===== src/rtl/ahb_to_apb_pkg.sv =====
// Shared AHB-Lite/APB encodings and the bridge state type.
package ahb_to_apb_pkg;

  localparam logic [1:0] HTRANS_IDLE   = 2'b00;
  localparam logic [1:0] HTRANS_BUSY   = 2'b01;
  localparam logic [1:0] HTRANS_NONSEQ = 2'b10;
  localparam logic [1:0] HTRANS_SEQ    = 2'b11;

  localparam logic [2:0] HBURST_SINGLE = 3'b000;
  localparam logic [2:0] HBURST_INCR   = 3'b001;
  localparam logic [2:0] HBURST_WRAP4  = 3'b010;
  localparam logic [2:0] HBURST_INCR4  = 3'b011;
  localparam logic [2:0] HBURST_WRAP8  = 3'b100;
  localparam logic [2:0] HBURST_INCR8  = 3'b101;
  localparam logic [2:0] HBURST_WRAP16 = 3'b110;
  localparam logic [2:0] HBURST_INCR16 = 3'b111;

  typedef enum logic [1:0] {
    APB_IDLE   = 2'd0,
    APB_SETUP  = 2'd1,
    APB_ACCESS = 2'd2
  } apb_state_e;

  // NONSEQ and SEQ both request a real transfer; IDLE and BUSY never do.
  function automatic logic is_active_trans(input logic [1:0] htrans);
    return (htrans == HTRANS_NONSEQ) || (htrans == HTRANS_SEQ);
  endfunction

endpackage


===== src/rtl/ahb_to_apb.sv =====
// AHB-Lite slave to APB master bridge: one AHB transfer at a time becomes an
// APB SETUP/ACCESS pair, with the AHB data phase stretched until pready_i.
module ahb_to_apb
  import ahb_to_apb_pkg::*;
#(
  parameter int ADDR_WIDTH   = 32,
  parameter int HBURST_WIDTH = 2,
  parameter int HPROT_WIDTH  = 4,
  parameter int DATA_WIDTH   = 32
) (
  input  logic                    clk,
  input  logic                    reset,
  input  logic [ADDR_WIDTH-1:0]   haddr_i,
  input  logic [HBURST_WIDTH-1:0] hburst_i,
  input  logic                    hmastlock_i,
  input  logic                    hsel_i,
  input  logic [HPROT_WIDTH-1:0]  hprot_i,
  input  logic [2:0]              hsize_i,
  input  logic                    hnonsec_i,
  input  logic                    hexcl_i,
  input  logic                    hmaster_i,
  input  logic [1:0]              htrans_i,
  input  logic [DATA_WIDTH-1:0]   hwdata_i,
  input  logic [DATA_WIDTH/8-1:0] hwstrb_i,
  input  logic                    hwrite_i,
  output logic [DATA_WIDTH-1:0]   hrdata_o,
  output logic                    hready_o,
  output logic                    hreadyout_o,
  output logic                    hresp_o,
  output logic                    hexokay_o,
  output logic [ADDR_WIDTH-1:0]   paddr_o,
  output logic                    psel_o,
  output logic                    penabe_o,
  output logic [DATA_WIDTH-1:0]   pwdata_o,
  output logic                    pwrite_o,
  output logic [DATA_WIDTH/8-1:0] pstrb_o,
  input  logic [DATA_WIDTH-1:0]   prdata_i,
  input  logic                    pready_i
);

  apb_state_e            state_q;
  logic                  psel_q;
  logic                  penable_q;
  logic                  pwrite_q;
  logic [ADDR_WIDTH-1:0] paddr_q;
  logic [DATA_WIDTH-1:0] hrdata_q;

  logic xfer_done;
  logic bridge_ready;
  logic accept;

  assign xfer_done    = (state_q == APB_ACCESS) && pready_i;
  assign bridge_ready = (state_q == APB_IDLE) || xfer_done;
  assign accept       = hsel_i && is_active_trans(htrans_i) && bridge_ready;

  always_ff @(posedge clk or negedge reset) begin
    if (!reset) begin
      state_q   <= APB_IDLE;
      psel_q    <= 1'b0;
      penable_q <= 1'b0;
      pwrite_q  <= 1'b0;
      paddr_q   <= '0;
      hrdata_q  <= '0;
    end else begin
      case (state_q)
        APB_IDLE: begin
          if (accept) begin
            state_q <= APB_SETUP;
            psel_q  <= 1'b1;
          end
        end
        APB_SETUP: begin
          state_q   <= APB_ACCESS;
          penable_q <= 1'b1;
        end
        APB_ACCESS: begin
          // A back-to-back accept keeps psel high and goes straight to SETUP.
          if (pready_i) begin
            state_q   <= accept ? APB_SETUP : APB_IDLE;
            psel_q    <= accept;
            penable_q <= 1'b0;
          end
        end
        default: begin
          state_q   <= APB_IDLE;
          psel_q    <= 1'b0;
          penable_q <= 1'b0;
        end
      endcase

      if (accept) begin
        paddr_q  <= haddr_i;
        pwrite_q <= hwrite_i;
      end
      if (xfer_done && !pwrite_q) begin
        hrdata_q <= prdata_i;
      end
    end
  end

  // Write data comes straight from the AHB data phase, which the master holds
  // for as long as hreadyout_o is low.
  assign pwdata_o    = (psel_q && pwrite_q) ? hwdata_i : '0;
  assign pstrb_o     = (psel_q && pwrite_q) ? hwstrb_i : '0;
  assign hrdata_o    = xfer_done ? prdata_i : hrdata_q;
  assign hreadyout_o = bridge_ready;
  assign hready_o    = bridge_ready;
  assign hresp_o     = 1'b0;
  assign hexokay_o   = 1'b0;
  assign paddr_o     = paddr_q;
  assign pwrite_o    = pwrite_q;
  assign psel_o      = psel_q;
  assign penabe_o    = penable_q;

  logic unused_sideband;
  assign unused_sideband = ^{hburst_i, hmastlock_i, hprot_i, hsize_i,
                             hnonsec_i, hexcl_i, hmaster_i};

endmodule


===== config.mk =====
export PLATFORM = sky130hd
export DESIGN_NAME = ahb_to_apb
export DESIGN_NICKNAME = d
export VERILOG_FILES = /design/src/rtl/ahb_to_apb_pkg.sv /design/src/rtl/ahb_to_apb.sv
export SDC_FILE = /design/constraint.sdc
export NUM_CORES = 1
export LEC_CHECK = 0
export CAP_MARGIN = 10
export CORE_ASPECT_RATIO = 1.1
export CORE_MARGIN = 2
export CORE_UTILIZATION = 35
export DETAILED_ROUTE_END_ITERATION = 10
export PLACE_DENSITY = 0.8
export SLEW_MARGIN = 20
export SYNTH_ARGS = -nofsm -noshare
export SYNTH_HDL_FRONTEND = slang
export SYNTH_SLANG_ARGS = --single-unit

===== constraint.sdc =====
create_clock -name clk -period 1.7 [get_ports clk]
set_input_delay 0.255 -clock clk [delete_from_list [all_inputs] [get_ports clk]]
set_output_delay 0.255 -clock clk [all_outputs]
set_load 0.01 [all_outputs]

==> metrics.txt <==
status finished, violations left; failing checks negative setup slack; Area contributors post-synth dfrtp_1 53%, mux2_2 32%, and3_1 6.9%, buf_6 2.1%, mux2_1 1.4%; CTS tree built; total gr overflow 0; P per Cell Area about 1300 nW/um^2; Iter 0 DRT Violations 61; Antenna Violating Nets Remaining 0; Netlist cell types 19; Setup crit end kind output pin; max frequency approximately 540 MHz; synthesized flop and latch total 69; final setup violation count 64; # rows 37; Worst-path clk slew about 0.070 ns; worst skew pair latency 0.33 ns; clock power share 0.187; family with the most delay on the worst path buffers and inverters; DP Wirelength ~6.6 mm; Int Power roughly 5400 uW; Setup crit start state_q[0]$_DFFE_PN0P_; die width approximately 96 um; Sink Count 69; setup ws final -0.156 ns; layout cells sized above 1 0.450; crit path cell chain nand3b_4, buf_12, clkbuf_16, mux2_2, buf_6; gate count after technology mapping 233; Switching Share 0.290; Post-route DRC 0; Cell Area, Placed roughly 5600 um^2; clk buf depth 2; Critical Path Start Type flip-flop; sequential share of power 0.329; overall power approximately 7600 uW; post-synthesis sequential area ratio 0.527; post-synth top area cell dfrtp_1; Ys Warns 0; I/O Pins between 200 and 250; Syn-to-layout area delta 80.2%; Worst Setup Path Type flip-flop to output pin; post-synth top area share 0.527; Die Y-Extent 105 um; H-tree lvl count 3; Antenna Diode Count 0; Vias/cell about 4.7; Hold/Removal Path Class primary input to asynchronous set/reset pin; switching pwr 2200 uW; final RePlAce weighted congestion between 0.7 and 0.8; Crit Path Max Fanout 5; slowest stage delay, CP 0.38 ns; Root Buffer clkbuf_8; Non-Filler Cell Area, Final 5900 um^2; Worst EP arrival between 1.5 and 2 ns; Layout Skew about 0.0085 ns; CP max-delay cell dfrtp_1; drt total wl approximately 9.3 mm; vias in the first global route roughly 2900; Min Hold Slack 0.489 ns; final hold vios 0; final core utilization 0.641; cell area after synthesis approximately 3300 um^2; Num CTS Buffers 9; setup TNS -4.77 ns; Avg WL per Cell between 15 and 20 um; vias after detailed routing roughly 2700; initial antenna violation count 0; first-pass GRT wire length 14.1 mm; Buffers & Inverters on Critical Path 3; RSZ-0062 raised after global routing true; CP Data Required Time around 1.4 ns; maximum vdd drop 771 uV; Critical R2R Launch state_q[0]$_DFFE_PN0P_; CORE AREA slightly above 9000 um^2; combinational fraction of design power 0.484; pin count of the biggest net entering global routing 70; average cell area after synthesis about 14 um^2; full die area between 10000 and 15000 um^2; Final Max Tran Viols 0; Total GRT Usage 0.177; final net count a little under 600; LEAKAGE ~0.0027 uW; I/O Buffers 210; crit path time final 1.86 ns; Max-Cap Viols 0; Starting Density 0.355; Final period util 1.09; drt pass-1 iters 4
final timing paths:
| path | end | slack (ns) | cells past startpoint |
|---|---|---|---|
| worst max-delay path | hrdata_o[27] | -0.16 | 5 |
| min in group clk | hrdata_q[6]$_DFFE_PN0P_ | 0.49 | 1 |
| worst min-delay path | hrdata_q[7]$_DFFE_PN0P_ | 0.49 | 3 |
| worst min register to register | hrdata_q[6]$_DFFE_PN0P_ | 0.49 | 1 |
| worst max register to register | hrdata_q[1]$_DFFE_PN0P_ | -0.10 | 7 |
| max in group asynchronous | paddr_o[27]$_DFFE_PN0P_ | 0.89 | 3 |
area by class of cell:
class,instances,area (um^2)
multi-input cells,145,1510
clock buffers,9,124
repair buffers,233,2300
flip-flops and latches,69,1730
fillers,726,3310
well taps,117,146
clock inverters,7,90.1
inverters,1,3.75
worst reg2reg max path, delay by kind of cell, from the launching register on:
family        cells  cell delay (ns)
buf+inv           4             0.63
simple gates      2             0.32
flops             1             0.38
mux               1             0.35
logic make-up after synthesis:
kind of cell | synth area share
AND/OR/NAND/NOR | 0.0871
flip-flops | 0.527
buffers and inverters | 0.0413
multiplexers | 0.337
AO/OA/AOI/OAI | 0.00611
other | 0.00115
Yosys cell counts:
master and number:
a21o_1 1, and3_1 36, buf_2 3, buf_4 3, buf_6 6, clkbuf_1 7, conb_1 1, dfrtp_1 69
inv_1 1, mux2_1 4, mux2_2 94, nand2_1 1, nand3b_2 1, nor2_1 1, nor2_4 1, nor2b_4 1
nor3_4 1, o21a_1 1, o21ai_0 1
state kept, by name, summed over array words and instances, names as in the netlist:
signal    flops
hrdata_q     32
paddr_o      32
penabe_o      1
psel_o        1
pwrite_o      1
state_q       2
layout by cell type (no fill, tap or decap), types with 3 or more instances in the layout:
| cell | synthesis | final |
|---|---|---|
| and3_1 | 36 | 36 |
| clkdlybuf4s50_1 | 0 | 137 |
| mux2_1 | 4 | 3 |
| buf_2 | 3 | 6 |
| clkbuf_8 | 0 | 9 |
| buf_4 | 3 | 9 |
| mux2_2 | 94 | 74 |
| buf_12 | 0 | 9 |
| clkinv_2 | 0 | 3 |
| clkbuf_2 | 0 | 32 |
| mux2_4 | 0 | 21 |
| buf_6 | 6 | 32 |
| dfrtp_1 | 69 | 69 |
power by group through the flow:
stage               registers [uW]  logic (uW)  clock network (uW)
floorplan                     2560        1440                   0
global placement              2500        3390                   0
detailed placement            2520        3460                   0
CTS                           2490        3600                1470
global route                  2580        3920                1540
finish                        2510        3690                1420
layer usage:
metal	GRT usage	wire, um	up-vias
li1	-	-	1286
met1	0.216	3890	1320
met2	0.292	4720	98
met3	0.0500	624	12
met4	0.0684	111	0
met5	0	0	-
through the flow:
step                instances  setup WS (ns)
detailed placement        558         -0.550
floorplan                 234          0.196
global route              581         -0.203
finish                    581         -0.156
CTS                       579         -0.244
global placement          558         -0.498
timing repair:
item | in CTS | in global routing
cloned | 2 | 1
setup buffers | 2 | 1
endpoints found under the setup margin | 71 | 108
resized for setup | 245 | 60
hold buffers | 1 | 0
hold endpoints to repair | 69 | 0
Power figures use the tool's default switching activity.
